**config.mk**
```make
export PLATFORM = sky130hd
export DESIGN_NAME = mem_arbiter
export DESIGN_NICKNAME = d
export VERILOG_FILES = /design/src/rtl/mem_arbiter.sv
export SDC_FILE = /design/constraint.sdc
export NUM_CORES = 1
export LEC_CHECK = 0
export CAP_MARGIN = 20
export CORE_MARGIN = 10
export CORE_UTILIZATION = 40
export CTS_CLUSTER_SIZE = 25
export DETAILED_ROUTE_END_ITERATION = 12
export PLACE_DENSITY = 0.7
export SYNTH_ARGS = -nofsm -noshare
export SYNTH_HDL_FRONTEND = slang
export SYNTH_SLANG_ARGS = --single-unit
```
**constraint.sdc**
```tcl
create_clock -name clk -period 4.1 [get_ports clk]
set_input_delay 1.025 -clock clk [delete_from_list [all_inputs] [get_ports clk]]
set_output_delay 1.025 -clock clk [all_outputs]
set_load 0.005 [all_outputs]
```
**src/rtl/mem_arbiter.sv**
```systemverilog
// mem_arbiter: arbitrates NUM_PORTS requesters onto one byte-wide RAM/IO bus, 1/2/4-byte little-endian transfers.
// Define MEM_ARBITER_RR_EN for round-robin arbitration; default build uses fixed priority (highest index wins).
module mem_arbiter #(
    parameter int NUM_PORTS = 2,
    parameter int ADDR_W    = 32,
    parameter int DATA_W    = 32
) (
    input  logic                        clk,
    input  logic                        rst,
    input  logic                        rdy,
    input  logic [2*NUM_PORTS-1:0]      re_i,
    input  logic [2*NUM_PORTS-1:0]      we_i,
    input  logic [NUM_PORTS-1:0]        rsign_i,
    input  logic [ADDR_W*NUM_PORTS-1:0] addr_i,
    input  logic [DATA_W*NUM_PORTS-1:0] wdata_i,
    output logic                        busy_o,
    output logic [NUM_PORTS-1:0]        grant_o,
    output logic [NUM_PORTS-1:0]        done_o,
    output logic [DATA_W-1:0]           data_o,
    input  logic [7:0]                  ram_data_i,
    output logic [7:0]                  ram_data_o,
    output logic [ADDR_W-1:0]           ram_addr_o,
    output logic                        ram_wr_o
);

    typedef enum logic [1:0] {
        IDLE,
        READ,
        WRITE
    } state_t;

    state_t              state;
    logic [1:0]          size;
    logic                sign;
    logic [2:0]          cnt;
    logic [DATA_W-1:0]   wbuf;
    logic [DATA_W-1:0]   rbuf;

    logic [2:0]          nbytes;
    logic [DATA_W-1:0]   rbuf_nxt;
    logic [7:0]          wbyte_nxt;

    logic                req_any;
    logic                take;
    logic [NUM_PORTS-1:0] win_oh;
    logic                win_wr;
    logic [1:0]          win_size;
    logic                win_sign;
    logic [ADDR_W-1:0]   win_addr;
    logic [DATA_W-1:0]   win_wdata;

`ifdef MEM_ARBITER_RR_EN
    localparam int PW = (NUM_PORTS > 1) ? $clog2(NUM_PORTS) : 1;
    logic [PW-1:0]       ptr;
    logic [PW-1:0]       win;
    int unsigned         best;
    int unsigned         dist;
`endif

    function automatic logic [31:0] extend(input logic [31:0] b, input logic [1:0] sz, input logic s);
        case (sz)
            2'b01:   extend = s ? {{24{b[7]}}, b[7:0]}   : {24'h0, b[7:0]};
            2'b10:   extend = s ? {{16{b[15]}}, b[15:0]} : {16'h0, b[15:0]};
            default: extend = b;
        endcase
    endfunction

    // Candidate selection: fixed priority keeps the last (highest) requester;
    // round-robin keeps the requester closest after the pointer.
    always_comb begin
        req_any   = 1'b0;
        take      = 1'b0;
        win_oh    = '0;
        win_wr    = 1'b0;
        win_size  = 2'b00;
        win_sign  = 1'b0;
        win_addr  = '0;
        win_wdata = '0;
`ifdef MEM_ARBITER_RR_EN
        win       = '0;
        best      = NUM_PORTS;
        dist      = 0;
`endif
        for (int unsigned i = 0; i < NUM_PORTS; i++) begin
            take = (re_i[2*i +: 2] != 2'b00) || (we_i[2*i +: 2] != 2'b00);
`ifdef MEM_ARBITER_RR_EN
            dist = (i + NUM_PORTS - 32'(ptr)) % NUM_PORTS;
            take = take && (dist < best);
            if (take) begin
                best = dist;
                win  = PW'(i);
            end
`endif
            if (take) begin
                req_any   = 1'b1;
                win_oh    = NUM_PORTS'(1) << i;
                win_wr    = (we_i[2*i +: 2] != 2'b00);
                win_size  = win_wr ? we_i[2*i +: 2] : re_i[2*i +: 2];
                win_sign  = rsign_i[i];
                win_addr  = addr_i[ADDR_W*i +: ADDR_W];
                win_wdata = wdata_i[DATA_W*i +: DATA_W];
            end
        end
    end

    always_comb begin
        case (size)
            2'b01:   nbytes = 3'd1;
            2'b10:   nbytes = 3'd2;
            default: nbytes = 3'd4;
        endcase
    end

    // Read byte k arrives two cycles after its address, i.e. while cnt == k+1.
    always_comb begin
        rbuf_nxt = rbuf;
        case (cnt)
            3'd1:    rbuf_nxt[7:0]   = ram_data_i;
            3'd2:    rbuf_nxt[15:8]  = ram_data_i;
            3'd3:    rbuf_nxt[23:16] = ram_data_i;
            3'd4:    rbuf_nxt[31:24] = ram_data_i;
            default: ;
        endcase
    end

    always_comb begin
        case (cnt)
            3'd0:    wbyte_nxt = wbuf[15:8];
            3'd1:    wbyte_nxt = wbuf[23:16];
            default: wbyte_nxt = wbuf[31:24];
        endcase
    end

    always_ff @(posedge clk) begin
        if (rst) begin
            state      <= IDLE;
            busy_o     <= 1'b0;
            grant_o    <= '0;
            done_o     <= '0;
            data_o     <= '0;
            ram_addr_o <= '0;
            ram_data_o <= '0;
            ram_wr_o   <= 1'b0;
            cnt        <= '0;
            size       <= '0;
            sign       <= 1'b0;
            wbuf       <= '0;
            rbuf       <= '0;
`ifdef MEM_ARBITER_RR_EN
            ptr        <= '0;
`endif
        end else if (rdy) begin
            case (state)
                IDLE: begin
                    done_o   <= '0;
                    ram_wr_o <= 1'b0;
                    cnt      <= '0;
                    if (req_any) begin
                        grant_o    <= win_oh;
                        busy_o     <= 1'b1;
                        size       <= win_size;
                        sign       <= win_sign;
                        wbuf       <= win_wdata;
                        rbuf       <= '0;
                        ram_addr_o <= win_addr;
                        if (win_wr) begin
                            state      <= WRITE;
                            ram_wr_o   <= 1'b1;
                            ram_data_o <= win_wdata[7:0];
                        end else begin
                            state <= READ;
                        end
`ifdef MEM_ARBITER_RR_EN
                        ptr <= (win == PW'(NUM_PORTS - 1)) ? '0 : win + PW'(1);
`endif
                    end else begin
                        grant_o <= '0;
                    end
                end
                READ: begin
                    rbuf <= rbuf_nxt;
                    if (cnt < nbytes - 3'd1)
                        ram_addr_o <= ram_addr_o + ADDR_W'(1);
                    if (cnt == nbytes) begin
                        state  <= IDLE;
                        busy_o <= 1'b0;
                        done_o <= grant_o;
                        data_o <= extend(rbuf_nxt, size, sign);
                    end else begin
                        cnt <= cnt + 3'd1;
                    end
                end
                WRITE: begin
                    if (cnt == nbytes - 3'd1) begin
                        state    <= IDLE;
                        busy_o   <= 1'b0;
                        done_o   <= grant_o;
                        ram_wr_o <= 1'b0;
                    end else begin
                        cnt        <= cnt + 3'd1;
                        ram_addr_o <= ram_addr_o + ADDR_W'(1);
                        ram_data_o <= wbyte_nxt;
                    end
                end
                default: state <= IDLE;
            endcase
        end
    end

endmodule

```
==> run metrics <==
status=finished clean; first-pass iteration count of the detailed router=5; Reg-to-Reg End=ram_addr_o[14]; r2r setup slk=1.09 ns; Worst-Margin Slew=0.9589 ns; syn nets=1102; hold-fix buffers at CTS=0; Setup Fix Bufs, Post-CTS=0; Synth Register Bits=roughly 140; Area after DPL=9933 um^2; initial drt markers=560; Netlist cell types=55; Post-synth EDFFs=0; total CTS buffers=17; clock insertion delay at the later pin of the skew report=about 0.43 ns; largest net degree at the start of global routing=65; Required @ worst endpoint=4.42 ns; # rows=49; fin util=57.95%; WHS Path Cells=2; Final period util=75.40%; placer congestion estimate=0.8724; Nets=~1300; Yosys warning count=0; startpoint types=primary input; crit path kind=in -> reg; initial antenna violation count=0; WHS=approximately 0.46 ns; Peak Freq=about 0.32 GHz; routed vias=between 8000 and 9000; Setup-failing EPs final=0; Hold Vio Cnt, Final=0; maximum vdd ir drop=about 0.33 mV; unrepaired setup endpoints after global routing=no; Core Area=between 15000 and 20000 um^2; FF-to-FF path depth=11; CTS resizes=0; dominant cell type by area after synthesis=dfxtp_1; Wirelength per Cell=19.81 um; min-delay src=ram_data_o[5]; area grow syn2layout=40.98%; H-tree depth=4; Synth Flop Type=dfxtp_1; DRC=0; vias per cell=5.882; vias in the first global route=7737; Ant. Diodes=0; DP Wirelength=19610 um; Final min period=between 3 and 4 ns; die span in x=roughly 160 um; critical path peak fanout=33; max-slew violations=0; total grt overflow=0; mapped cell area=7460 um^2; commonest non-fill, non-tap cell in the layout=clkdlybuf4s50_1; GRT Util Overall=21.26%; largest cells by area after synthesis=dfxtp_1, a21oi_1, nor2_1, o21ai_0, nand2_1; Gate Count Post-Synth=~940; Post-synth ARST share=0%; clock root buffer=clkbuf_16; top-area cell type share of the netlist area=38.11%; Crit. End Element=register; TNS Setup=0 ns; worst min path class=reg -> reg; number of port buffers=about 230; global-route wire length before repair=42030 um; Worst EP arrival=3.41 ns; post-synthesis average cell area=between 7 and 8 um^2; initial core utilization=about two fifths; Pwr per Cell Area=371.5 nW/um^2; maxcap violations=0; Clock Path Buffers=2; post-synthesis sequential area ratio=38.11%; leak pwr=3.618 nW; I/O pins=about 230; post-route ant nets=0; worst slew margin relative to its limit=36.07%; total length of routed wires=27140 um; Worst Hold End=ram_data_o[5]; skew final=0.008343 ns; CTS Sinks=142; CTS tree=done; Reg-to-Reg Start=size[0]; die height=156.6 um; leading cell types in the layout, fill and taps excluded=clkdlybuf4s50_1, dfxtp_1, nor2_1; fin area=10520 um^2; total die area=24510 um^2; clock transition at the registers of the reported paths=about 0.070 ns; layout cells sized above 1=7.713%
## Yosys cell counts, types with 14 or more instances
cell and count:
mux2_2 17, clkbuf_1 76, a22oi_1 36, inv_1 18, nand3_1 31, ha_1 15
o22ai_1 29, o21ai_0 77, a211oi_1 22, a221o_1 14, dfxtp_1 142, nand2_1 78
nand4_1 22, nor2_1 105, a21oi_1 80, mux2i_1 19, a31oi_1 16
## worst max-delay path by stage
stage	to	slack, ns	from
finish	ram_addr_o[14]	1.01	we_i[3]
global route	ram_addr_o[27]	0.82	we_i[3]
CTS	ram_addr_o[9]	1.0	we_i[3]
detailed placement	ram_addr_o[9]	0.55	we_i[3]
global placement	ram_addr_o[18]	0.63	we_i[1]
floorplan	ram_addr_o[12]	1.21	we_i[1]
## final cells by class
cell class	count	area [um^2]
clock inverters	15	157.7
well taps	229	286.5
fillers	1653	7631
clock buffers	17	425.4
inverters	18	67.56
multi-input cells	699	4274
flip-flops and latches	142	2843
repair buffers	250	2462
## metal layers
metal	vias up	part of all wire, %	global-route usage, %
met5	-	0	0
met1	3815	41	25.73
met3	32	7.8	5.674
li1	3914	-	-
met2	297	49	36.58
met4	0	1.8	5.393
## power by group
group          total [mW]  switching [mW]  internal, mW
Clock                1.53           0.670         0.856
Sequential           1.56          0.0875          1.47
Combinational       0.824           0.420         0.404
## kinds of logic after synthesis
kind of cell / share of synthesized area, %
xor gates and xnor gates: 0.2349
muxes: 5.116
other: 0.05027
AOI/OAI and AO/OA: 30.29
DFF: 38.11
adders and majority gates: 2.516
buffers and inverters: 4.931
and+or+nand+nor: 18.75
## through the flow
step | total power, mW | instances | setup WS [ns]
after floorplan | 1.980 | 938 | 1.208
after global placement | 2.397 | 1338 | 0.6284
after detailed placement | 2.405 | 1338 | 0.5499
after CTS | 3.926 | 1370 | 0.9984
after global routing | 4.079 | 1370 | 0.8246
final | 3.907 | 1370 | 1.009
## critical path: stages
cell             delay, ns
clkdlybuf4s50_1       0.49
or4_1                 0.61
nor3_1                0.16
buf_4                 0.15
or3_1                 0.10
buf_4                 0.33
nor2_1                0.24
a32o_1                0.30
## flip-flops by register name, indices dropped and copies added (netlist names)
signal	count
busy_o	1
sign	1
rbuf	32
state	2
cnt	3
done_o	2
data_o	32
wbuf	24
ram_data_o	8
ram_addr_o	32
size	2
ram_wr_o	1
grant_o	2
(Power assumes the default switching activity.)
